===== src/rtl/calc_core_seq_pkg.sv =====
// Shared types and constants for the calculator core.
// Divider support is selected by the CALC_DIV_EN macro in the core and divider files.
package calc_pkg;

    typedef enum logic [2:0] {
        ENTER_A,
        ENTER_B,
        COMPUTE,
        DIVIDE,
        SHOW
    } state_t;

    typedef enum logic [1:0] {
        ADD,
        SUB,
        MUL,
        DIV
    } op_t;

    localparam logic [1:0] PH_ENTER_A = 2'd0;
    localparam logic [1:0] PH_ENTER_B = 2'd1;
    localparam logic [1:0] PH_SHOW    = 2'd2;
    localparam logic [1:0] PH_BUSY    = 2'd3;

    // Returned at 32 bits; callers cast down to their operand width.
    function automatic logic [31:0] pow10(input int i);
        logic [31:0] r;
        r = 32'd1;
        for (int k = 0; k < i; k++) begin
            r = r * 32'd10;
        end
        return r;
    endfunction

endpackage


===== src/rtl/calc_core_seq_if.sv =====
// Button/slider inputs and display/status outputs of the calculator core.
interface calc_core_seq_if #(
    parameter int WIDTH  = 14,
    parameter int DIGITS = 4
);
    logic              btn_ent;
    logic              btn_clr;
    logic [DIGITS-1:0] digit_inc;
    logic [1:0]        op_sel;
    logic [WIDTH-1:0]  display_value;
    logic [1:0]        phase;
    logic              neg;
    logic              ovf;
    logic              err;
    logic              busy;

    modport master (
        output btn_ent, btn_clr, digit_inc, op_sel,
        input  display_value, phase, neg, ovf, err, busy
    );

    modport slave (
        input  btn_ent, btn_clr, digit_inc, op_sel,
        output display_value, phase, neg, ovf, err, busy
    );
endinterface


===== src/rtl/calc_core_seq_divider.sv =====
// WIDTH-cycle restoring divider, one quotient bit per cycle, MSB first.
// Only compiled into the core when CALC_DIV_EN is defined.
module calc_divider #(
    parameter int WIDTH = 14
) (
    input  logic             clk,
    input  logic             reset,
    input  logic             start,
    input  logic [WIDTH-1:0] dividend,
    input  logic [WIDTH-1:0] divisor,
    output logic             busy,
    output logic             done,
    output logic [WIDTH-1:0] quotient
);
    localparam int CNT_W = $clog2(WIDTH + 1);

    logic [WIDTH-1:0] rem;
    logic [WIDTH-1:0] q;
    logic [WIDTH-1:0] dvs;
    logic [CNT_W-1:0] cnt;
    logic [WIDTH:0]   rem_sh;
    logic [WIDTH:0]   diff;
    logic             ge;

    // Negative trial difference shows up as a set MSB; restore by keeping rem_sh.
    always_comb begin
        rem_sh = {rem, q[WIDTH-1]};
        diff   = rem_sh - {1'b0, dvs};
        ge     = ~diff[WIDTH];
    end

    // done marks the cycle whose step yields the final quotient bit.
    assign busy     = (cnt != '0);
    assign done     = (cnt == CNT_W'(1));
    assign quotient = {q[WIDTH-2:0], ge};

    always_ff @(posedge clk) begin
        if (reset) begin
            rem <= '0;
            q   <= '0;
            dvs <= '0;
            cnt <= '0;
        end else if (start) begin
            rem <= '0;
            q   <= dividend;
            dvs <= divisor;
            cnt <= CNT_W'(WIDTH);
        end else if (cnt != '0) begin
            rem <= ge ? diff[WIDTH-1:0] : rem_sh[WIDTH-1:0];
            q   <= {q[WIDTH-2:0], ge};
            cnt <= cnt - CNT_W'(1);
        end
    end
endmodule


===== src/rtl/calc_core_seq.sv =====
// Calculator core: digit-by-digit operand entry, add/sub/mul in one cycle, optional divide.
// Define CALC_DIV_EN to build in the restoring divider and the DIVIDE state.
//
// state   | meaning
// ENTER_A | entering operand A, display A
// ENTER_B | entering operand B, display B
// COMPUTE | one-cycle arithmetic or divider launch, display holds B
// DIVIDE  | divider running, display holds B
// SHOW    | result and flags displayed
module calc_core_seq
    import calc_pkg::*;
#(
    parameter int WIDTH     = 14,
    parameter int DIGITS    = 4,
    parameter int MAX_VALUE = 10**DIGITS - 1
) (
    input  logic            clk,
    input  logic            reset,
    calc_core_seq_if.slave  bus
);
    localparam logic [WIDTH-1:0]   MAX_W = WIDTH'(MAX_VALUE);
    localparam logic [WIDTH:0]     MAX_E = (WIDTH+1)'(MAX_VALUE);
    localparam logic [2*WIDTH-1:0] MAX_L = (2*WIDTH)'(MAX_VALUE);

    state_t           state, state_n;
    op_t              op, op_n;
    logic [WIDTH-1:0] a, b, a_n, b_n;

    logic [WIDTH:0]   inc_sum;
    logic [WIDTH:0]   cur_sum;
    logic [WIDTH-1:0] cur_inc;

    logic [2*WIDTH-1:0] a_l, b_l, mag;
    logic               mag_neg;

    logic [WIDTH-1:0] disp_n;
    logic [1:0]       phase_n;
    logic             neg_n, ovf_n, err_n, busy_n;

`ifdef CALC_DIV_EN
    logic             div_start;
    logic             div_busy;
    logic             div_done;
    logic [WIDTH-1:0] div_quotient;

    calc_divider #(.WIDTH(WIDTH)) u_div (
        .clk      (clk),
        .reset    (reset),
        .start    (div_start),
        .dividend (a),
        .divisor  (b),
        .busy     (div_busy),
        .done     (div_done),
        .quotient (div_quotient)
    );
`endif

    // All set digit pulses are summed first, then the operand wraps once.
    always_comb begin
        inc_sum = '0;
        for (int i = 0; i < DIGITS; i++) begin
            if (bus.digit_inc[i]) inc_sum = inc_sum + (WIDTH+1)'(pow10(i));
        end
        cur_sum = {1'b0, (state == ENTER_B) ? b : a} + inc_sum;
        if (cur_sum > MAX_E) cur_sum = cur_sum - (MAX_E + (WIDTH+1)'(1));
        cur_inc = cur_sum[WIDTH-1:0];
    end

    always_comb begin
        a_l     = (2*WIDTH)'(a);
        b_l     = (2*WIDTH)'(b);
        mag     = '0;
        mag_neg = 1'b0;
        case (op)
            ADD: mag = a_l + b_l;
            SUB: begin
                mag_neg = (b_l > a_l);
                mag     = mag_neg ? (b_l - a_l) : (a_l - b_l);
            end
            MUL: mag = a_l * b_l;
            default: mag = '0;
        endcase
    end

    always_ff @(posedge clk) begin
        if (reset) begin
            state             <= ENTER_A;
            op                <= ADD;
            a                 <= '0;
            b                 <= '0;
            bus.display_value <= '0;
            bus.phase         <= PH_ENTER_A;
            bus.neg           <= 1'b0;
            bus.ovf           <= 1'b0;
            bus.err           <= 1'b0;
            bus.busy          <= 1'b0;
        end else begin
            state             <= state_n;
            op                <= op_n;
            a                 <= a_n;
            b                 <= b_n;
            bus.display_value <= disp_n;
            bus.phase         <= phase_n;
            bus.neg           <= neg_n;
            bus.ovf           <= ovf_n;
            bus.err           <= err_n;
            bus.busy          <= busy_n;
        end
    end

    always_comb begin
        state_n = state;
        op_n    = op;
        a_n     = a;
        b_n     = b;
`ifdef CALC_DIV_EN
        div_start = 1'b0;
`endif
        case (state)
            ENTER_A: begin
                if (bus.btn_clr) begin
                    a_n = '0;
                end else begin
                    a_n = cur_inc;
                    if (bus.btn_ent) state_n = ENTER_B;
                end
            end
            ENTER_B: begin
                if (bus.btn_clr) begin
                    b_n = '0;
                end else begin
                    b_n = cur_inc;
                    if (bus.btn_ent) begin
                        state_n = COMPUTE;
                        op_n    = op_t'(bus.op_sel);
                    end
                end
            end
            COMPUTE: begin
                state_n = SHOW;
`ifdef CALC_DIV_EN
                if (op == DIV && b != '0) begin
                    state_n   = DIVIDE;
                    div_start = 1'b1;
                end
`endif
            end
`ifdef CALC_DIV_EN
            // The !div_busy term only guards against a stuck divider.
            DIVIDE: if (div_done || !div_busy) state_n = SHOW;
`endif
            SHOW: begin
                if (bus.btn_clr) begin
                    a_n     = '0;
                    b_n     = '0;
                    state_n = ENTER_A;
                end else if (bus.btn_ent) begin
                    state_n = ENTER_A;
                end
            end
            default: state_n = ENTER_A;
        endcase
    end

    always_comb begin
        disp_n = '0;
        neg_n  = 1'b0;
        ovf_n  = 1'b0;
        err_n  = 1'b0;
        busy_n = (state_n == COMPUTE) || (state_n == DIVIDE);
        case (state_n)
            ENTER_A: phase_n = PH_ENTER_A;
            ENTER_B: phase_n = PH_ENTER_B;
            SHOW:    phase_n = PH_SHOW;
            default: phase_n = PH_BUSY;
        endcase
        case (state_n)
            ENTER_A:          disp_n = a_n;
            ENTER_B:          disp_n = b_n;
            COMPUTE, DIVIDE:  disp_n = b_n;
            SHOW: begin
                if (state == SHOW) begin
                    disp_n = bus.display_value;
                    neg_n  = bus.neg;
                    ovf_n  = bus.ovf;
                    err_n  = bus.err;
                end else if (state == COMPUTE) begin
                    if (op == DIV) begin
                        // Reached only on divide by zero or without a divider.
                        err_n = 1'b1;
                    end else begin
                        neg_n  = mag_neg;
                        ovf_n  = (mag > MAX_L);
                        disp_n = (mag > MAX_L) ? MAX_W : mag[WIDTH-1:0];
                    end
                end else begin
`ifdef CALC_DIV_EN
                    disp_n = div_quotient;
`endif
                end
            end
            default: disp_n = '0;
        endcase
    end
endmodule


===== src/flat_wrapper.sv =====
// flat-port wrapper written by rule: the top's interface ports become plain ports
module calc_core_seq_flat import calc_pkg::*;
#(
    parameter int WIDTH     = 14,
    parameter int DIGITS    = 4,
    parameter int MAX_VALUE = 10**DIGITS - 1
)
  (clk, reset, bus_btn_ent, bus_btn_clr, bus_digit_inc, bus_op_sel, bus_display_value, bus_phase, bus_neg, bus_ovf, bus_err, bus_busy);
  calc_core_seq_if #(.WIDTH(WIDTH), .DIGITS(DIGITS)) bus_i ();
  input  logic clk;
  input  logic reset;
  input wire logic [$bits(bus_i.btn_ent)-1:0] bus_btn_ent;
  input wire logic [$bits(bus_i.btn_clr)-1:0] bus_btn_clr;
  input wire logic [$bits(bus_i.digit_inc)-1:0] bus_digit_inc;
  input wire logic [$bits(bus_i.op_sel)-1:0] bus_op_sel;
  output wire logic [$bits(bus_i.display_value)-1:0] bus_display_value;
  output wire logic [$bits(bus_i.phase)-1:0] bus_phase;
  output wire logic [$bits(bus_i.neg)-1:0] bus_neg;
  output wire logic [$bits(bus_i.ovf)-1:0] bus_ovf;
  output wire logic [$bits(bus_i.err)-1:0] bus_err;
  output wire logic [$bits(bus_i.busy)-1:0] bus_busy;
  assign bus_i.btn_ent = bus_btn_ent;
  assign bus_i.btn_clr = bus_btn_clr;
  assign bus_i.digit_inc = bus_digit_inc;
  assign bus_i.op_sel = bus_op_sel;
  assign bus_display_value = bus_i.display_value;
  assign bus_phase = bus_i.phase;
  assign bus_neg = bus_i.neg;
  assign bus_ovf = bus_i.ovf;
  assign bus_err = bus_i.err;
  assign bus_busy = bus_i.busy;
  calc_core_seq #(.WIDTH(WIDTH), .DIGITS(DIGITS), .MAX_VALUE(MAX_VALUE)) u_core (.clk(clk), .reset(reset), .bus(bus_i));
endmodule

===== config.mk =====
export PLATFORM = sky130hd
export DESIGN_NAME = calc_core_seq_flat
export DESIGN_NICKNAME = d
export VERILOG_FILES = /design/src/rtl/calc_core_seq_pkg.sv /design/src/rtl/calc_core_seq_if.sv /design/src/rtl/calc_core_seq_divider.sv /design/src/rtl/calc_core_seq.sv /design/src/flat_wrapper.sv
export SDC_FILE = /design/constraint.sdc
export NUM_CORES = 1
export LEC_CHECK = 0
export CAP_MARGIN = 15
export CORE_MARGIN = 10
export CORE_UTILIZATION = 45
export CTS_BUF_LIST = sky130_fd_sc_hd__clkbuf_4 sky130_fd_sc_hd__clkbuf_8
export CTS_CLUSTER_DIAMETER = 200
export DETAILED_ROUTE_END_ITERATION = 10
export DONT_BUFFER_PORTS = 1
export SYNTH_ARGS = -nofsm -noshare
export SYNTH_HDL_FRONTEND = slang
export SYNTH_SLANG_ARGS = --single-unit

===== constraint.sdc =====
create_clock -name clk -period 15.46 [get_ports clk]
set_clock_uncertainty 0.2 [all_clocks]
set_input_delay 1.546 -clock clk [delete_from_list [all_inputs] [get_ports clk]]
set_output_delay 1.546 -clock clk [all_outputs]
set_load 0.05 [all_outputs]

# == Yosys cells after proc, flatten, opt, wreduce, memory -nomap -nowiden ==
# Index checks and enable logic that the tools add are counted.
# classes
n_addsub,8
n_mul,1
n_div,0
n_lt_le_gt_ge,3
n_eq_ne,11
shift,0
muxes,33
bitwise,2
reduce_logical,7
# op_table
op,count
14-bit two-way mux,9
28-bit one-hot mux with 3 select lines,1
14-bit one-hot mux with 2 select lines,2
15-bit two-way mux,3
14-bit one-hot mux with 3 select lines,1
14-bit by 14-bit subtractor with 15-bit output,2
"28-bit by 14-bit greater-than comparator with 1-bit output, second input constant",1
14-bit by 14-bit multiplier with 28-bit output,1
28-bit two-way mux,1
3-bit two-way mux,6
14-bit by 14-bit adder with 15-bit output,1
14-bit by 15-bit adder with 15-bit output,1
"15-bit by 10-bit adder with 15-bit output, second input constant",1
"15-bit by 7-bit adder with 15-bit output, second input constant",1
"15-bit by 14-bit greater-than comparator with 1-bit output, second input constant",1
14-bit greater-than comparator,1
"14-bit subtractor, second input constant",1
3-bit one-hot mux with 4 select lines,1
"3-bit by 2-bit == test with 1-bit output, second input constant",3
1-bit two-way mux,8
"3-bit by 1-bit == test with 1-bit output, second input constant",2
"3-bit == test, second input constant",2
3-bit logical NOT,2
2-bit one-hot mux with 3 select lines,1
other kinds (10),12
# totals
reg_bits,53
latchBits,0
ramBits,0
romBits,0
in_bits,10
output_inout_bits,20
word_cells,75
memories,0

# == Depth between registers and ports, before layout ==
# logic_depth
depth_word,13
ltp_mapped,29
ltp_nobuf,27

# == Least setup slack after synthesis ==
# Ideal clock, no wire load.
# synth_path
kind,reg-to-reg
from,reg u_core.b[2]
to,reg u_core.bus.display_value[5]
setup_time_ps,74
arrival_ps,7447
required_ps,15186
setup_slack_ps,7738
stages_incl_launch_ff,29
n_path_buf,1
synth_period_minus_slack_ps,7722
cell_sequence,dfxtp_1 -> inv_1 -> clkbuf_1 -> nor2_1 -> fa_1 -> inv_1 -> fa_1 -> inv_1 -> fa_1 -> inv_1 -> fa_1 -> inv_1 -> fa_1 -> inv_1 -> fa_1 -> inv_1 -> ha_1 -> a211oi_2 -> a211o_1 -> a31o_1 -> a22oi_2 -> xor2_1 -> or4_1 -> or4_1 -> or4_4 -> a21oi_4 -> o21ai_2 -> or3_1 -> a31oi_1
# synth_via
elab_chain_len,9
elab_cells_between_ends,21
classes_between,5 x add/sub; 1 x mul; 3 x order compare; 12 x mux
# synth_rtl
element,line_no,text
from (decl),calc_core_seq.sv:27,"logic [WIDTH-1:0] a, b, a_n, b_n;"
from (signal assigned),calc_core_seq.sv:101,b <= b_n;
branches (longest 8 deep; another with 14-bit by 14-bit multiplier with 28-bit output),--,
14-bit one-hot mux with 3 select lines *,calc_core_seq.sv:177,case (state_n)
to (signal assigned),calc_core_seq.sv:102,bus.display_value <= disp_n;
to (decl),calc_core_seq_if.sv:24,"output display_value, phase, neg, ovf, err, busy"
# Every way passes the cells marked *. The select of a mux whose other input is x is not followed.
# A chain may end at the register's enable or synchronous reset.

# == Worst setup path after layout ==
# layout_path
from,reg u_core.a[7]
to,reg u_core.bus.display_value[11]
# layout_via
elab_chain_len,9
elab_cells_between_ends,21
classes_between,5 x add/sub; 1 x mul; 3 x order compare; 12 x mux
# layout_rtl
element,line_no,text
from (decl),calc_core_seq.sv:27,
from (signal assigned),calc_core_seq.sv:100,a <= a_n;
branches (longest 8 deep; another with 14-bit by 14-bit multiplier with 28-bit output),--,
14-bit one-hot mux with 3 select lines *,calc_core_seq.sv:177,
# Marks and branches as above.

==> reports/results.tsv <==
stage	metric	value	unit
placed_design	DP HPWL	32100	um
clock_tree	# hold bufs at CTS	0	
layout	layout cell share with drive strength beyond 1	2.61	%
synthesis	Synth Area in Adders	39.6	%
sta	Hold Slack	0.446	ns
sta	minimum clock period	8.69	ns
worst_setup_path	Worst EP required	15.52	ns
floorplanning	Die Wd	184	um
floorplanning	core region area	26300	um^2
synthesis	flops & latches, synth	53	
drt	# DRC	0	
placed_design	GPL Wtd Cong	0.978	
layout	n_diodes	0	
floorplanning	Rows	59	
clock_tree	TritonCTS clock tree	done	
layout	Finished Layout Cells	1830	
placed_design	IO Port Bufs	0	
synthesis	Post-synth EDFFs	0	
synthesis	Main synth FF type	dfxtp_1	
drt	Via density	6.09	
synthesis	Synth Area in Compound Gates	18.8	%
drt	post-route ant nets	0	
drt	initial DRC count	1422	
synthesis	Post-Synth Simple-Gate Area	18.2	%
drt	final WL	40100	um
sta	final setup vio count	0	
worst_setup_path	CP max stage cell	dfxtp_1	
clock_tree	cts bufs inserted	5	
synthesis	post-synthesis sequential area ratio	8.78	%
worst_setup_path	startpoint types	register	
sta	RSZ-0062 raised after global routing	no	
hold_path	hold path depth	1	
hold_path	worst hold start	u_core.state[0]	
drt	DR WL/cell	21.9	um
drt	DR vias	11142	
clock_tree	H-tree level count	2	
sta	Max Slew Vio Count	0	
clock_tree	clock buffer depth	2	
power_and_ir_drop	Pwr per Cell Area	41.0	nW/um^2
worst_setup_path	peak per-stage delay on the critical path	0.78	ns
synthesis	Synth async-reset ratio	0	%
clock_tree	Worst-Skew Late Latency	0.32	ns
placed_design	placed insts	1822	
clock_tree	Setup Fix Bufs, Post-CTS	0	
layout	P&R area growth vs syn	2.72	%
global_route	number of global-route vias before repair	10600	
floorplanning	I/O Pins	30	
worst_setup_path	worst-path maximum fanout	11	
synthesis	Unique masters post-synth	78	
global_route	largest net degree at the start of global routing	44	
synthesis	Synth Area in XOR/XNOR	4.20	%
worst_setup_path	Worst Path Arrival	8.75	ns
run	max cap viols	0	
sta	relative slew slack	38.9	%
worst_setup_path	r2r setup slk	6.77	ns
worst_setup_path	RR Startpoint	u_core.a[7]	
worst_setup_path	Worst Setup SP	u_core.a[7]	
status	status	complete, no violations	
global_route	GRT Overall Usage	23.5	%
floorplanning	Die H	184	um
synthesis	Avg Inst Size Synth	7.81	um^2
worst_setup_path	R2R depth	27	
global_route	initial antenna violation count	0	
synthesis	synthesized instance count	1547	
synthesis	largest family of logic cells by synthesized area	adder cells	
clock_tree	Root Buffer	clkbuf_8	
sta	Final Hold Fails	0	
layout	Nets	1800	
floorplanning	DIE AREA	33800	um^2
synthesis	post-synthesis mux area share	1.09	%
clock_tree	clk sinks	53	
drt	First-pass DRT Iterations	8	
clock_tree	CTS clk-pin slew, worst paths	0.10	ns
hold_path	Worst Hold Class	reg -> reg	
worst_setup_path	WS Path Type	reg -> reg	
floorplanning	initial core utilization	46.0	%
clock_tree	post_cts resized	0	
global_route	GR Overflow Total	0	
synthesis	Ys Warns	0	
sta	Worst Tran Pin Value	0.915	ns
synthesis	mapped cell area	12100	um^2
synthesis	Mapped Nets	1853	
worst_setup_path	crit end category	register	
sta	fmax	115	MHz
sta	final worst-path cycle share	56.2	%
sta	setup_tns	0	ns
power_and_ir_drop	leakage	5.81	nW
global_route	first-pass GRT wire length	62200	um
power_and_ir_drop	Peak VDD IR	0.0382	mV
-- cell families (layout without fill, tap and decap cells) --
kind of cell             count (synthesis)  after routing
AND/OR/NAND/NOR                        498            498
AO/OA/AOI/OAI                          332            332
buffers and inverters                  297            245
adder cells (fa/ha/maj)                296            296
XOR/XNOR                                58             58
flip-flops                              53             53
multiplexers                            13             13
-- worst max-delay path: cells and delay by family (launching register included) --
| kind | cells | cell delay [ns] |
|---|---|---|
| AO/OA/AOI/OAI | 6 | 1.50 |
| XOR/XNOR | 1 | 0.10 |
| adder cells (fa/ha/maj) | 7 | 2.99 |
| buffers and inverters | 7 | 0.88 |
| flip-flops | 1 | 0.78 |
| AND/OR/NAND/NOR | 6 | 2.17 |
-- final cells by class --
cell class	instances	area, um^2
fill	2698	13900
multi-input combinational	1197	9920
sequential	53	1060
inverter	226	848
tap	335	419
timing repair buffer	11	82.6
clock buffer	6	76.3
clock inverter	2	15.0
-- power breakdown --
group	internal (mW)	total [mW]	switching (mW)	leakage (nW)
sequential	0.143	0.171	0.0280	0.430
combinational	0.0914	0.254	0.163	5.34
clock	0.0338	0.0841	0.0502	0.0408
total	0.268	0.509	0.241	5.81
-- worst paths after layout --
path                             endpoint
max reg2reg  u_core.bus.display_value[11]
min reg2reg               u_core.state[0]
max          u_core.bus.display_value[11]
min                       u_core.state[0]
-- Yosys cell counts, types with 13 or more instances --
| cell | instances | share of area, % |
|---|---|---|
| inv_1 | 213 | 6.6 |
| nand2_1 | 186 | 5.8 |
| nor2_1 | 175 | 5.4 |
| ha_1 | 151 | 16 |
| fa_1 | 145 | 24 |
| a21oi_1 | 78 | 3.2 |
| clkbuf_1 | 58 | 1.8 |
| o21ai_0 | 58 | 2.4 |
| dfxtp_1 | 53 | 8.8 |
| xnor2_1 | 45 | 3.3 |
| nand3_1 | 24 | 0.99 |
| a21o_1 | 20 | 1.2 |
| a31oi_1 | 20 | 1.0 |
| nor3_1 | 19 | 0.79 |
| nor2b_1 | 18 | 0.93 |
| nand2b_1 | 14 | 0.72 |
| a22oi_1 | 13 | 0.81 |
| o211ai_1 | 13 | 0.81 |
| xor2_1 | 13 | 0.94 |
-- flip-flops by register name, summed over array words and instances, names as in the netlist --
signal,count
u_core.a,14
u_core.bus.display_value,14
u_core.op,2
u_core.bus.neg,1
u_core.state,3
u_core.bus.busy,1
u_core.bus.err,1
u_core.bus.ovf,1
u_core.b,14
u_core.bus.phase,2
-- layer usage --
metal  vias up  track usage, %  wire, um
li1       5080               -         -
met1      5482            31.8     16800
met2       491            36.4     18100
met3        89            4.74      3610
met4         0            8.13      1590
met5         -               0         0
-- through the flow --
step,utilization [%],cell area (um^2),worst slack [ns],power (mW)
after CTS,47.3,12400,6.91,0.499
final,47.3,12400,6.77,0.509
after floorplan,-,12100,7.74,0.346
after detailed placement,46.9,12300,6.95,0.417
after global placement,46.9,12300,7.10,0.418
after global routing,47.3,12400,6.48,0.533
-- placed cells by master, fill, tap and decap left out, types with 14 or more instances in the layout --
cell and instances:
a21o_1 20, nor2b_1 18, a31oi_1 20, nand2b_1 14
o21ai_0 58, dfxtp_1 53, ha_1 151, a21oi_1 78
nor2_1 175, inv_1 213, fa_1 145, nand2_1 186
nand3_1 24, xnor2_1 45, nor3_1 19
(Power assumes the default switching activity.)
==> RTL edit 1 (config.mk and constraints unchanged) <==
`DIGITS` is set to 4 in 3 places; all go to 2.
--- a/src/rtl/calc_core_seq_if.sv
+++ b/src/rtl/calc_core_seq_if.sv
@@ -1,7 +1,7 @@
 // Button/slider inputs and display/status outputs of the calculator core.
 interface calc_core_seq_if #(
     parameter int WIDTH  = 14,
-    parameter int DIGITS = 4
+    parameter int DIGITS = 2
 );
     logic              btn_ent;
     logic              btn_clr;
--- a/src/rtl/calc_core_seq.sv
+++ b/src/rtl/calc_core_seq.sv
@@ -11,7 +11,7 @@
     import calc_pkg::*;
 #(
     parameter int WIDTH     = 14,
-    parameter int DIGITS    = 4,
+    parameter int DIGITS    = 2,
     parameter int MAX_VALUE = 10**DIGITS - 1
 ) (
     input  logic            clk,
--- a/src/flat_wrapper.sv
+++ b/src/flat_wrapper.sv
@@ -2,7 +2,7 @@
 module calc_core_seq_flat import calc_pkg::*;
 #(
     parameter int WIDTH     = 14,
-    parameter int DIGITS    = 4,
+    parameter int DIGITS    = 2,
     parameter int MAX_VALUE = 10**DIGITS - 1
 )
   (clk, reset, bus_btn_ent, bus_btn_clr, bus_digit_inc, bus_op_sel, bus_display_value, bus_phase, bus_neg, bus_ovf, bus_err, bus_busy);
Ports: changed (resized bus_digit_inc); port bits go from 30 to 28. No check against the original RTL was run, so the function may have changed too.
==> RTL edit 1 against the original RTL <==
Area after synthesis rose by 2.1%. Sequential cell count unchanged. Setup slack got worse by 57 ps. Worst hold slack worse by 22 ps. Synthesized cell count grew 1.5%. Design area increased by 1.6%. First-iteration DRC count is 13% lower. Sequential share of layout area shrank 0.14 points. Wire length shrank 1.4%. Largest cell class unchanged. Highest routed layer unchanged.
Power is left out: it rests on default switching activity, and per cell area and clock period it moved more than threefold.
==> RTL edit 1: results (changes against the original RTL) <==
wire length on met3 3.09 mm (-14%); Post-layout nets 1803 (+0.17%); drt first pass iters 7 (-1); Compound-Gate Fraction of Synth Area 18.1% (-0.69 points); global-route wire length before repair 61.6 mm (-1.1%); met2 usage 35.1% (-1.2 points); met3 Usage GRT 3.28% (-1.5 points); Distinct cells, synth 95 (+22%); post-synthesis mux area share 2.48% (+1.4 points); wire length per cell 21.3 µm (-2.7%); worst slew pin tran 945 ps (+30.6 ps); syn nets 1862 (+0.49%); Post-CTS Repair Setup Buffers 0 (unchanged); crit-path max FO 13 (+2); Longest Clk Path Bufs 2 (unchanged); GRT met1 Usage 32.0% (+0.23 points); share of the synthesized area in the top cell type 23.5% (-0.50 points); clk_lat worst skew 340 ps (+20 ps); Max stage delay on crit path 850 ps (+70 ps); yosys warns 0 (unchanged); Placer Congestion 0.979 (about the same); post-synthesis xor/xnor area fraction 3.62% (-0.58 points); metal1 wirelength 17.5 mm (+4.2%); layout cell share with drive strength beyond 1 3.84% (+1.2 points); All-Layer GR Usage 22.8% (-0.66 points); hpwl dp 31.3 mm (-2.7%); CP arrival 8730 ps (-20 ps); Synth area leaders fa_1, ha_1, dfxtp_1, inv_1, nor2_1; largest net degree at the start of global routing 56 (+27%); sequential area share after synthesis 8.59% (-0.18 points); Synth top cells by count inv_1, nor2_1, nand2_1; outcome completed; routed via count 11273 (+1.2%); syn avg cell area 7.87 µm² (+0.65%); Post-Synth Adder-Cell Area 37.6% (-2.0 points); number of vias per cell 6.08 (about the same); DP Cell Count 1845 (+1.3%); DP Worst Slack 6750 ps (-197 ps); Starting DRT DRC Count 1238 (-13%); htree depth 2 (unchanged); DP Area 12500 µm² (+1.6%); DR WL met2 17.7 mm (-2.7%)
==> RTL edit 1: worst min-delay path, stage by stage, from the launching register on <==
cell and delay (ps):
dfxtp_1 360, a22oi_1 140, nor2_1 100
==> RTL edit 1: path summary, 6_finish.rpt <==
path | startpoint | to | slack [ps] | cells past startpoint
setup reg to reg | u_core.a[7] | u_core.bus.display_value[1] | 6710 | 23
setup / recovery | u_core.a[7] | u_core.bus.display_value[1] | 6710 | 23
hold reg to reg | u_core.a[10] | u_core.a[10] | 420 | 2
hold / removal | u_core.a[10] | u_core.a[10] | 420 | 2
==> RTL edit 1: area by class of cell <==
class | instances | area (µm²)
inverters | 220 | 826
fillers | 2722 | 14300
flip-flops and latches | 53 | 1060
clock inverters | 3 | 26.3
multi-input cells | 1218 | 10100
clock buffers | 5 | 68.8
repair buffers | 13 | 97.6
well taps | 341 | 427
==> RTL edit 2 (config.mk and constraints unchanged) <==
Without the edit above. Remove the case item `ADD` of the case on `op`.
--- a/src/rtl/calc_core_seq.sv
+++ b/src/rtl/calc_core_seq.sv
@@ -72,7 +72,6 @@
         mag     = '0;
         mag_neg = 1'b0;
         case (op)
-            ADD: mag = a_l + b_l;
             SUB: begin
                 mag_neg = (b_l > a_l);
                 mag     = mag_neg ? (b_l - a_l) : (a_l - b_l);
Formal check against the unedited RTL: not equivalent (Yosys sat finds a counterexample within 4 cycles, from zero or initial values and one cycle with reset high).
==> RTL edit 2 against the original RTL <==
Design area is 0.37% lower. Setup slack better by 620 ps. Power increased by 12%. Core utilization barely moved. Wire length decreased by 2.8%. Sequential share of layout area is essentially flat. Critical path depth shrank 4. Global-route usage decreased by 0.68 points. Area after synthesis barely moved. Sequential cell count unchanged. Largest cell class unchanged.
==> RTL edit 2: results (changes against the original RTL) <==
outcome completed; multi-input gate count 1171 (-2.2%); Worst Hold Path EP u_core.op[0]; wire length on met3 3.68 mm (+2.0%); CP arrival 8070 ps (-680 ps); sequential area share after synthesis 8.78% (about the same); All-Layer GR Usage 22.8% (-0.68 points); multi-input combinational area share 79.2% (-0.60 points); post-synthesis mux area share 1.44% (+0.35 points); Starting DRT DRC Count 1155 (-19%); DR WL met2 17.5 mm (-3.3%); hpwl dp 30.9 mm (-3.7%); syn nets 1839 (-0.76%); Synth top cells by count inv_1, nand2_1, nor2_1; clk slew on worst S/H paths 110 ps; Post-Synth Adder-Cell Area 39.8% (+0.18 points); met2 usage 35.7% (-0.68 points); sequential share of cell area 8.58% (+0.032 points); global-route wire length before repair 60.3 mm (-3.0%); post-synthesis xor/xnor area fraction 2.95% (-1.2 points); Post-CTS Repair Setup Buffers 0 (unchanged); Port Buf Inserts 0 (unchanged); Synth area leaders fa_1, ha_1, dfxtp_1, inv_1, nand2_1; Hold Crit Class reg -> reg; WL final 39.0 mm (-2.8%); Clock buf/inv share 0.870% (+0.13 points); drt first pass iters 6 (-2); P_clk 99.1 µW (+18%); layout cell share with drive strength beyond 1 3.58% (+0.97 points); worst r2r path cells 23 (-15%); DP Area 12300 µm² (-0.51%); GRT met1 Usage 30.8% (-1.0 points); vias in the first global route 10330 (-2.5%); Longest Clk Path Bufs 2 (unchanged); hold path startpoint u_core.op[0]; end point of the critical path u_core.bus.ovf; Logic inverters 237 (+4.9%); Non-clk bufs 12 (+1); yosys warns 0 (unchanged); WHS Path Cells 2 (+1); Rel. slew slack 37.1% (-1.8 points); worst vdd ir 42.3 µV (+11%); worst reg2reg setup slack 7390 ps (+620 ps); metal1 wirelength 16.5 mm (-1.9%); Distinct cells, synth 91 (+17%); Compound-Gate Fraction of Synth Area 18.3% (-0.52 points); clock buf count 5 (-1); FILL cells 2695 (-0.11%); number of vias per cell 6.06 (-0.55%); Pint 298 µW (+11%); Comb. pwr 293 µW (+15%); Placer Congestion 0.959 (-1.9%); met3 Usage GRT 4.80% (+0.059 points); Non-clock buffer share 0.728% (+0.063 points); leakage dissipation 5.85 nW (+0.69%); largest net degree at the start of global routing 61 (+39%)
[RTL edit 2: cell count changes after synthesis, moves of 8 or more]
cell | before | now
inv_1 | 213 | 223
nand4_1 | 6 | 14
a22o_1 | 12 | 1
xnor2_1 | 45 | 24
nor2_1 | 175 | 162
clkbuf_1 | 58 | 49
nand3_1 | 24 | 33
[RTL edit 2: stage by stage]
stage / power [mW] / util, % / instances / hold WS [ps] / worst slack (ps)
detailed placement: 0.464 / 46.8 / 1808 / 289 / 7540
global placement: 0.464 / 46.8 / 1808 / 287 / 7640
floorplan: 0.392 / - / 1531 / 269 / 8710
finish: 0.569 / 47.2 / 1815 / 298 / 7390
CTS: 0.561 / 47.2 / 1815 / 303 / 7500
global route: 0.600 / 47.2 / 1815 / 335 / 7010
[RTL edit 2: worst max-delay path, delay by kind of cell, from the launching register on]
kind / cells / cell delay, ps
AOI/OAI and AO/OA: 8 / 2110
buffers and inverters: 5 / 850
adders and majority gates: 7 / 3060
and+or+nand+nor: 3 / 900
DFF: 1 / 770
